### config.mk
export PLATFORM = sky130hd
export DESIGN_NAME = prog_loader
export DESIGN_NICKNAME = d
export VERILOG_FILES = /design/src/rtl/prog_loader.sv
export SDC_FILE = /design/constraint.sdc
export NUM_CORES = 1
export LEC_CHECK = 0
export ABC_AREA = 1
export BUFFER_PORTS_ARGS = -buffer_cell sky130_fd_sc_hd__buf_4
export CORE_ASPECT_RATIO = 1.75
export CORE_MARGIN = 2
export CORE_UTILIZATION = 50
export DETAILED_ROUTE_END_ITERATION = 10
export PLACE_DENSITY = 0.77
export SLEW_MARGIN = 30
export SYNTH_ARGS = -nofsm -noshare
export SYNTH_HDL_FRONTEND = slang
export SYNTH_SLANG_ARGS = --single-unit
export TNS_END_PERCENT = 30
### constraint.sdc
create_clock -name clk -period 5.43 [get_ports clk]
set_input_delay 1.086 -clock clk [delete_from_list [all_inputs] [get_ports clk]]
set_output_delay 1.086 -clock clk [all_outputs]
set_load 0.005 [all_outputs]
### src/rtl/prog_loader.sv
// ---------------------------------------------------------------------------
// prog_loader
//
// Purpose:
//   Receives a program as a byte stream over a valid/ready handshake and
//   writes it into instruction memory as 16-bit words.  The stream is a
//   little-endian 16-bit word count followed by that many words, each sent
//   low byte first.  The CPU is held for the whole session, and the session
//   ends in DONE (success) or ERR (abort).
//
// Optional feature:
//   PROG_LOADER_CHKSUM_EN -- when defined, one extra byte follows the data.
//   It must equal the XOR of all data bytes (header excluded), otherwise the
//   session ends in ERR.  When undefined, the check state and the checksum
//   register do not exist.
//
// Ports:
//   clk         in   system clock, rising edge
//   rst_n       in   synchronous reset, active-low
//   start       in   one-cycle request to begin a session (IDLE/DONE/ERR only)
//   byte_in     in   [7:0] incoming program byte
//   byte_valid  in   byte_in valid
//   byte_ready  out  loader accepts byte_in this cycle
//   imem_we     out  instruction-memory write strobe, one cycle per word
//   imem_addr   out  [ADDR_W-1:0] write address (word index)
//   imem_wdata  out  [15:0] instruction word {hi, lo}
//   cpu_hold    out  holds the CPU while a session is active or failed
//   done        out  session completed (level, until next start/reset)
//   error       out  session aborted (level, until next start/reset)
//   word_count  out  [15:0] word count from the most recent header
// ---------------------------------------------------------------------------
module prog_loader #(
   parameter int ADDR_W = 8
) (
   input  logic              clk,
   input  logic              rst_n,
   input  logic              start,
   input  logic [7:0]        byte_in,
   input  logic              byte_valid,
   output logic              byte_ready,
   output logic              imem_we,
   output logic [ADDR_W-1:0] imem_addr,
   output logic [15:0]       imem_wdata,
   output logic              cpu_hold,
   output logic              done,
   output logic              error,
   output logic [15:0]       word_count
);

   localparam int unsigned DEPTH = 32'd1 << ADDR_W;

   typedef enum logic [2:0] {
      S_IDLE    = 3'd0,
      S_LEN_LO  = 3'd1,
      S_LEN_HI  = 3'd2,
      S_DATA_LO = 3'd3,
      S_DATA_HI = 3'd4,
`ifdef PROG_LOADER_CHKSUM_EN
      S_CHK     = 3'd5,
`endif
      S_DONE    = 3'd6,
      S_ERR     = 3'd7
   } state_t;

   state_t              r_state;
   state_t              w_state_nxt;

   logic                w_byte_ready;
   logic                w_cpu_hold;
   logic                w_done;
   logic                w_error;
   logic                w_accept;
   logic                w_start_ok;
   logic [15:0]         w_hdr_count;
   logic                w_too_long;
   logic                w_last_word;

   logic                r_we;
   logic [ADDR_W-1:0]   r_addr;
   logic [15:0]         r_wdata;
   logic [7:0]          r_lo;
   logic [15:0]         r_word_count;
   logic [15:0]         r_words_done;
`ifdef PROG_LOADER_CHKSUM_EN
   logic [7:0]          r_chk;
`endif

   // Handshake and session-level decodes
   assign w_accept    = byte_valid & w_byte_ready;
   assign w_start_ok  = start & ((r_state == S_IDLE) | (r_state == S_DONE) |
                                 (r_state == S_ERR));
   // Full header value as it becomes known on the LEN_HI accept
   assign w_hdr_count = {byte_in, r_word_count[7:0]};
   assign w_too_long  = ({16'd0, w_hdr_count} > DEPTH);
   assign w_last_word = ((r_words_done + 16'd1) == r_word_count);

   // State register
   always_ff @(posedge clk) begin
      if (!rst_n) begin
         r_state <= S_IDLE;
      end else begin
         r_state <= w_state_nxt;
      end
   end

   // Next-state and state-decoded outputs
   always_comb begin
      w_state_nxt  = r_state;
      w_byte_ready = 1'b0;
      w_cpu_hold   = 1'b1;
      w_done       = 1'b0;
      w_error      = 1'b0;
      case (r_state)
         S_IDLE: begin
            w_cpu_hold = 1'b0;
            if (start) w_state_nxt = S_LEN_LO;
         end
         S_LEN_LO: begin
            w_byte_ready = 1'b1;
            if (byte_valid) w_state_nxt = S_LEN_HI;
         end
         S_LEN_HI: begin
            w_byte_ready = 1'b1;
            if (byte_valid) begin
               if (w_too_long) begin
                  w_state_nxt = S_ERR;
               end else if (w_hdr_count == 16'd0) begin
`ifdef PROG_LOADER_CHKSUM_EN
                  w_state_nxt = S_CHK;
`else
                  w_state_nxt = S_DONE;
`endif
               end else begin
                  w_state_nxt = S_DATA_LO;
               end
            end
         end
         S_DATA_LO: begin
            w_byte_ready = 1'b1;
            if (byte_valid) w_state_nxt = S_DATA_HI;
         end
         S_DATA_HI: begin
            w_byte_ready = 1'b1;
            if (byte_valid) begin
               if (w_last_word) begin
`ifdef PROG_LOADER_CHKSUM_EN
                  w_state_nxt = S_CHK;
`else
                  w_state_nxt = S_DONE;
`endif
               end else begin
                  w_state_nxt = S_DATA_LO;
               end
            end
         end
`ifdef PROG_LOADER_CHKSUM_EN
         S_CHK: begin
            w_byte_ready = 1'b1;
            if (byte_valid) begin
               w_state_nxt = (byte_in == r_chk) ? S_DONE : S_ERR;
            end
         end
`endif
         S_DONE: begin
            w_cpu_hold = 1'b0;
            w_done     = 1'b1;
            if (start) w_state_nxt = S_LEN_LO;
         end
         S_ERR: begin
            w_error = 1'b1;
            if (start) w_state_nxt = S_LEN_LO;
         end
         default: begin
            w_state_nxt = S_IDLE;
         end
      endcase
   end

   // Datapath: header capture, word assembly, write strobe and address
   always_ff @(posedge clk) begin
      if (!rst_n) begin
         r_we         <= 1'b0;
         r_addr       <= '0;
         r_wdata      <= 16'd0;
         r_lo         <= 8'd0;
         r_word_count <= 16'd0;
         r_words_done <= 16'd0;
`ifdef PROG_LOADER_CHKSUM_EN
         r_chk        <= 8'd0;
`endif
      end else begin
         r_we <= 1'b0;

         if (w_start_ok) begin
            r_addr       <= '0;
            r_words_done <= 16'd0;
`ifdef PROG_LOADER_CHKSUM_EN
            r_chk        <= 8'd0;
`endif
         end

         // Address advances at the end of the write cycle; after the last
         // word the FSM has already left DATA_LO, so the address stops on
         // the final index instead of wrapping past DEPTH-1.
         if (r_we && (r_state == S_DATA_LO)) begin
            r_addr <= r_addr + ADDR_W'(1);
         end

         if (w_accept) begin
            case (r_state)
               S_LEN_LO: r_word_count[7:0]  <= byte_in;
               S_LEN_HI: r_word_count[15:8] <= byte_in;
               S_DATA_LO: begin
                  r_lo  <= byte_in;
`ifdef PROG_LOADER_CHKSUM_EN
                  r_chk <= r_chk ^ byte_in;
`endif
               end
               S_DATA_HI: begin
                  r_wdata      <= {byte_in, r_lo};
                  r_we         <= 1'b1;
                  r_words_done <= r_words_done + 16'd1;
`ifdef PROG_LOADER_CHKSUM_EN
                  r_chk        <= r_chk ^ byte_in;
`endif
               end
               default: ;
            endcase
         end
      end
   end

   assign byte_ready = w_byte_ready;
   assign cpu_hold   = w_cpu_hold;
   assign done       = w_done;
   assign error      = w_error;
   assign imem_we    = r_we;
   assign imem_addr  = r_addr;
   assign imem_wdata = r_wdata;
   assign word_count = r_word_count;

endmodule

* Yosys cells after proc, flatten, opt, wreduce, memory -nomap -nowiden *
Cells that the tools add are included.

word-level totals
  bits in registers = 68
  input port bits = 12
  output and inout bits = 45
  word-level logic and storage cells = 59

cells by class
  add/sub/neg operators = 2
  $lt $le $gt $ge = 1
  equality and inequality tests = 12
  mux-type cells = 19
  bitwise operators = 4
  reduce and logical (&&, ||, !) cells = 13

operator list
  kind                                                                      count
  16-bit 2-to-1 mux                                                         3
  3-bit 2-to-1 mux                                                          8
  16-bit by 1-bit adder with 16-bit output (second input constant)          1
  16-bit == test                                                            1
  16-bit by 9-bit > comparator with 1-bit output (second input constant)    1
  16-bit zero test                                                          1
  8-bit 2-to-1 mux                                                          2
  3-bit one-hot mux with 5 select lines                                     1
  2-bit AND reduction                                                       5
  3-bit == test (second input constant)                                     3
  8-bit by 1-bit adder with 8-bit output (second input constant)            1
  2-bit inequality test (second input constant)                             4
  3-bit by 2-bit == test with 1-bit output (second input constant)          2
  1-bit 2-to-1 mux                                                          5
  5-bit AND reduction                                                       1
  4-bit OR reduction                                                        1
  3-bit by 1-bit == test with 1-bit output (second input constant)          1
  3-bit zero test                                                           1
  3-bit OR reduction                                                        1
  1-bit AND                                                                 2
  2-bit by 1-bit inequality test with 1-bit output (second input constant)  1
  1-bit bitwise OR                                                          2
  2-bit nonzero test                                                        1
  2-bit OR reduction                                                        1
  1-bit logical AND                                                         1

* Depth between registers and ports, before layout *
  word-level depth = 7
  mapped depth = 16
  mapped depth without buffers = 16

* Least setup slack after synthesis *
OpenSTA, ideal clock, no wires.

  kind = input-to-reg
  start point = input port rst_n
  end point = register r_words_done[12]
  library setup time = 0.056 ns
  arrival time = 2.234 ns
  required time = 5.374 ns
  path slack = 3.140 ns
  stages = 8
  buffers on the path = 2
  path through = clkbuf_1 > clkinv_1 > nor2_4 > inv_2 > buf_2 > o21ai_1 > nand2_1 > inv_1

RTL lines
  item                  RTL line  source
  from (decl)           36        input logic rst_n,
  to (signal assigned)  222       r_words_done <= r_words_done + 16'd1;
  to (decl)             83        logic [15:0] r_words_done;

* Worst setup path after layout *
  start point = register r_state[1]
  end point = output port byte_ready

on the way
  longest elaborated chain between the ends = 3
  elaborated cells between the ends (all ways) = 6
  classes of those cells = 4 x eq/ne; 1 x mux; 1 x reduce/logical

ends and longest elaborated chain
  item                                                                    RTL line  source
  from (decl)                                                             65        state_t r_state;
  from (signal assigned)                                                  102       r_state <= w_state_nxt;
  3-bit by 2-bit == test with 1-bit output, or another cell as far along  113       case (r_state)
  4-bit OR reduction (no source line) *                                   --
  1-bit 2-to-1 mux *                                                      113
  to (decl)                                                               40        output logic byte_ready,

Mark *: on every way between the ends. The rest lies on a longest branch, timed or not.

==> impl_metrics.yaml <==
drt:
  drt_iter0_drc: 244
  drc: 0
  vias_per_cell: 5.419
  drt_first_pass_iters: 5
  drtAntennaViolNets: 0
  num_vias: 3360
  wl_um: 9280
  wire_per_inst_um: 14.97
global_route:
  grt_overflow: 0
  grt_use_total_pct: 26.75
  grt_pass1_wl_um: 14870
  grt_max_degree: 45
  grt_pass1_vias: 3106
  grt_antenna_before_repair: 0
timing:
  slew_violations: 0
  rsz0062_at_grt: "no"
  fin_tns_setup_ps: 0
  post-route-period-util_pct: 50.06
  slew_headroom_pct: 43.42
  tightest_slew_ps: 845.5
  setup_violations: 0
  max_freq_mhz: 367.9
  fin_crit_ps: 2718
  skew_ps: 8.412
  timing_hold_violations_final: 0
outcome:
  outcome: "completed"
pwr:
  internal_power_mw: 1.109
  combPwrFrac_pct: 24.5
  power_frac_seq_pct: 36.9
  switching_power_mw: 0.5338
  leakage_nw: 1.780
  pwr_density_cell_nw_per_um2: 395.1
  swShare_pct: 32.49
  clkPwrFrac_pct: 38.6
  total_power_mw: 1.643
  ir_worst_vdd_mv: 0.2936
clock_tree:
  post_cts_buffers: 0
  clock-sinks: 68
  insertion_delay_ps: 340
  cts_hold_buf: 0
  cts_buffer_depth: 2
  ctsRootBufferMaster: "clkbuf_16"
  cts_tree: "built"
  clk_pin_slew_worst_paths_ps: 60
  h-tree-depth: 3
  cts_buffers: 9
  cts.repair.resized: 0
yosys:
  synth_nets: 492
  ys_seq_elements: 68
  synthesis.area_um2: 3359
  synth_edf_count: 0
  synth-async-reset-ratio_pct: 0
  yosysSeqAreaShare_pct: 40.52
  netlist_instances: 478
  yosysWarnings: 0
  netlist-cell-type-count: 31
  synthFlopType: "dfxtp_1"
  avgSynthCellArea_um2: 7.028
placement:
  dpl_cell_area_um2: 3834
  hpwl_um: 6838
  gp_congestion: 0.8737
  portBuffers: 56
layout:
  antenna_cells: 0
  layout_common_cells: "nand2_1, dfxtp_1, inv_1"
  syn_to_final_growth_pct: 23.76
  final_common_cell: "nand2_1"
  nets: 547
  final_layout_size_suffix_gt1_share_pct: 19.70
  fin_area_um2: 4158
worst_hold_path:
  hold_class: "reg -> reg"
  min_path_cells: 2
  hold_start: "r_lo[5]"
  hold_path_end: "r_lo[5]"
critical_path:
  crit_path_cell_trace: "inv_1 -> nor3_1 -> nor2_1 -> inv_1 -> buf_4"
  path_class: "reg -> out"
  regToRegSetupSlack_ps: 3260
  worstPathRequired_ps: 4340
  timing.critical_path.mode_cell: "inv_1"
  crit_path_end_kind: "output pin"
  reg2reg_depth: 11
  cp.arrival_ps: 1630
  critPathMaxStageDelay_ps: 500
  r2r-end: "r_words_done[7]"
  cpMaxStageDelayCell: "nor3_1"
  worstPathMaxFanout: 4
  critPathLaunchType: "register"
  r2r_start: "r_state[0]"
floorplanning:
  core_um2: 6539
  die_x_um: 65.96
  start_util_pct: 51.38
  rows: 39
  dieArea_um2: 7416
  boundaryPins: 57
  die_y_um: 112.4
job:
  cap_violations: 0
Yosys cell counts, drive strengths merged, types with 4 or more instances:
library cell	count	area (um^2)
nor3	4	20.02
o21ai	59	295.3
a21oi	42	217.7
nand3	52	260.3
nor2	41	234.0
clkbuf	8	30.03
inv	70	262.8
buf	4	18.76
nand2	97	381.6
xor2	4	35.03
nand4	11	68.82
dfxtp	68	1361
layout make-up:
type | count | area (um^2)
Sequential cell | 68 | 1361
Fill cell | 626 | 2381
Clock inverter | 7 | 98.84
Tap cell | 82 | 102.6
Multi-Input combinational cell | 327 | 1683
Clock buffer | 9 | 225.2
Timing Repair Buffer | 56 | 420.4
Inverter | 71 | 266.5
per-layer routing:
metal | track usage [%] | vias to the layer above | wire, um | share of wire [%]
li1 | - | 1685 | - | -
met1 | 29.13 | 1537 | 3444 | 37
met2 | 47.21 | 113 | 5019 | 54
met3 | 6.613 | 25 | 503 | 5.4
met4 | 12.65 | 0 | 313 | 3.4
met5 | 0 | - | 0 | 0
worst max-delay path by stage:
stage | from | endpoint | slack, ps | depth (start not counted)
finish | r_state[1] | byte_ready | 2710 | 5
detailed placement | rst_n | r_words_done[7] | 2620 | 7
global route | r_state[1] | byte_ready | 2580 | 9
global placement | rst_n | r_words_done[7] | 2690 | 7
floorplan | rst_n | r_words_done[12] | 3140 | 8
CTS | r_state[1] | byte_ready | 2730 | 5
state kept, by name, indices dropped and copies added (netlist names):
register / count
imem_wdata: 16
r_words_done: 16
word_count: 16
imem_addr: 8
r_lo: 8
r_state: 3
imem_we: 1
worst max-delay path, delay by kind of cell (launching register included):
family,cells,cell delay [ps]
buffers and inverters,3,290
DFF,1,370
and+or+nand+nor,2,630
kinds of logic (layout without fill, tap and decap cells):
kind of cell / after synthesis / after routing / share of synthesized area [%]
AO/OA/AOI/OAI: 109 / 109 / 17.13
XOR/XNOR: 8 / 8 / 2.905
adder cells (fa/ha/maj): 2 / 2 / 0.7448
buffers and inverters: 83 / 143 / 9.385
flip-flops: 68 / 68 / 40.52
AND/OR/NAND/NOR: 208 / 208 / 29.31
power groups by stage:
stage	logic (mW)	registers, mW	clock network, mW
2_1_floorplan	0.261	0.595	0
3_3_place_gp	0.386	0.613	0
3_5_place_dp	0.394	0.613	0
4_1_cts	0.400	0.604	0.638
5_1_grt	0.445	0.610	0.662
6_report	0.402	0.606	0.634
per-stage QoR:
| stage | utilization [%] | setup WS, ps | std cells | hold WS (ps) |
|---|---|---|---|---|
| after floorplan | - | 3140 | 478 | 429.8 |
| after detailed placement | 58.63 | 2618 | 604 | 443.8 |
| after global routing | 63.59 | 2576 | 620 | 462.9 |
| after global placement | 58.63 | 2686 | 604 | 439.3 |
| after CTS | 63.59 | 2732 | 620 | 451.8 |
| final | 63.59 | 2712 | 620 | 451.0 |
Note: power is estimated with default switching activity, not from simulation.
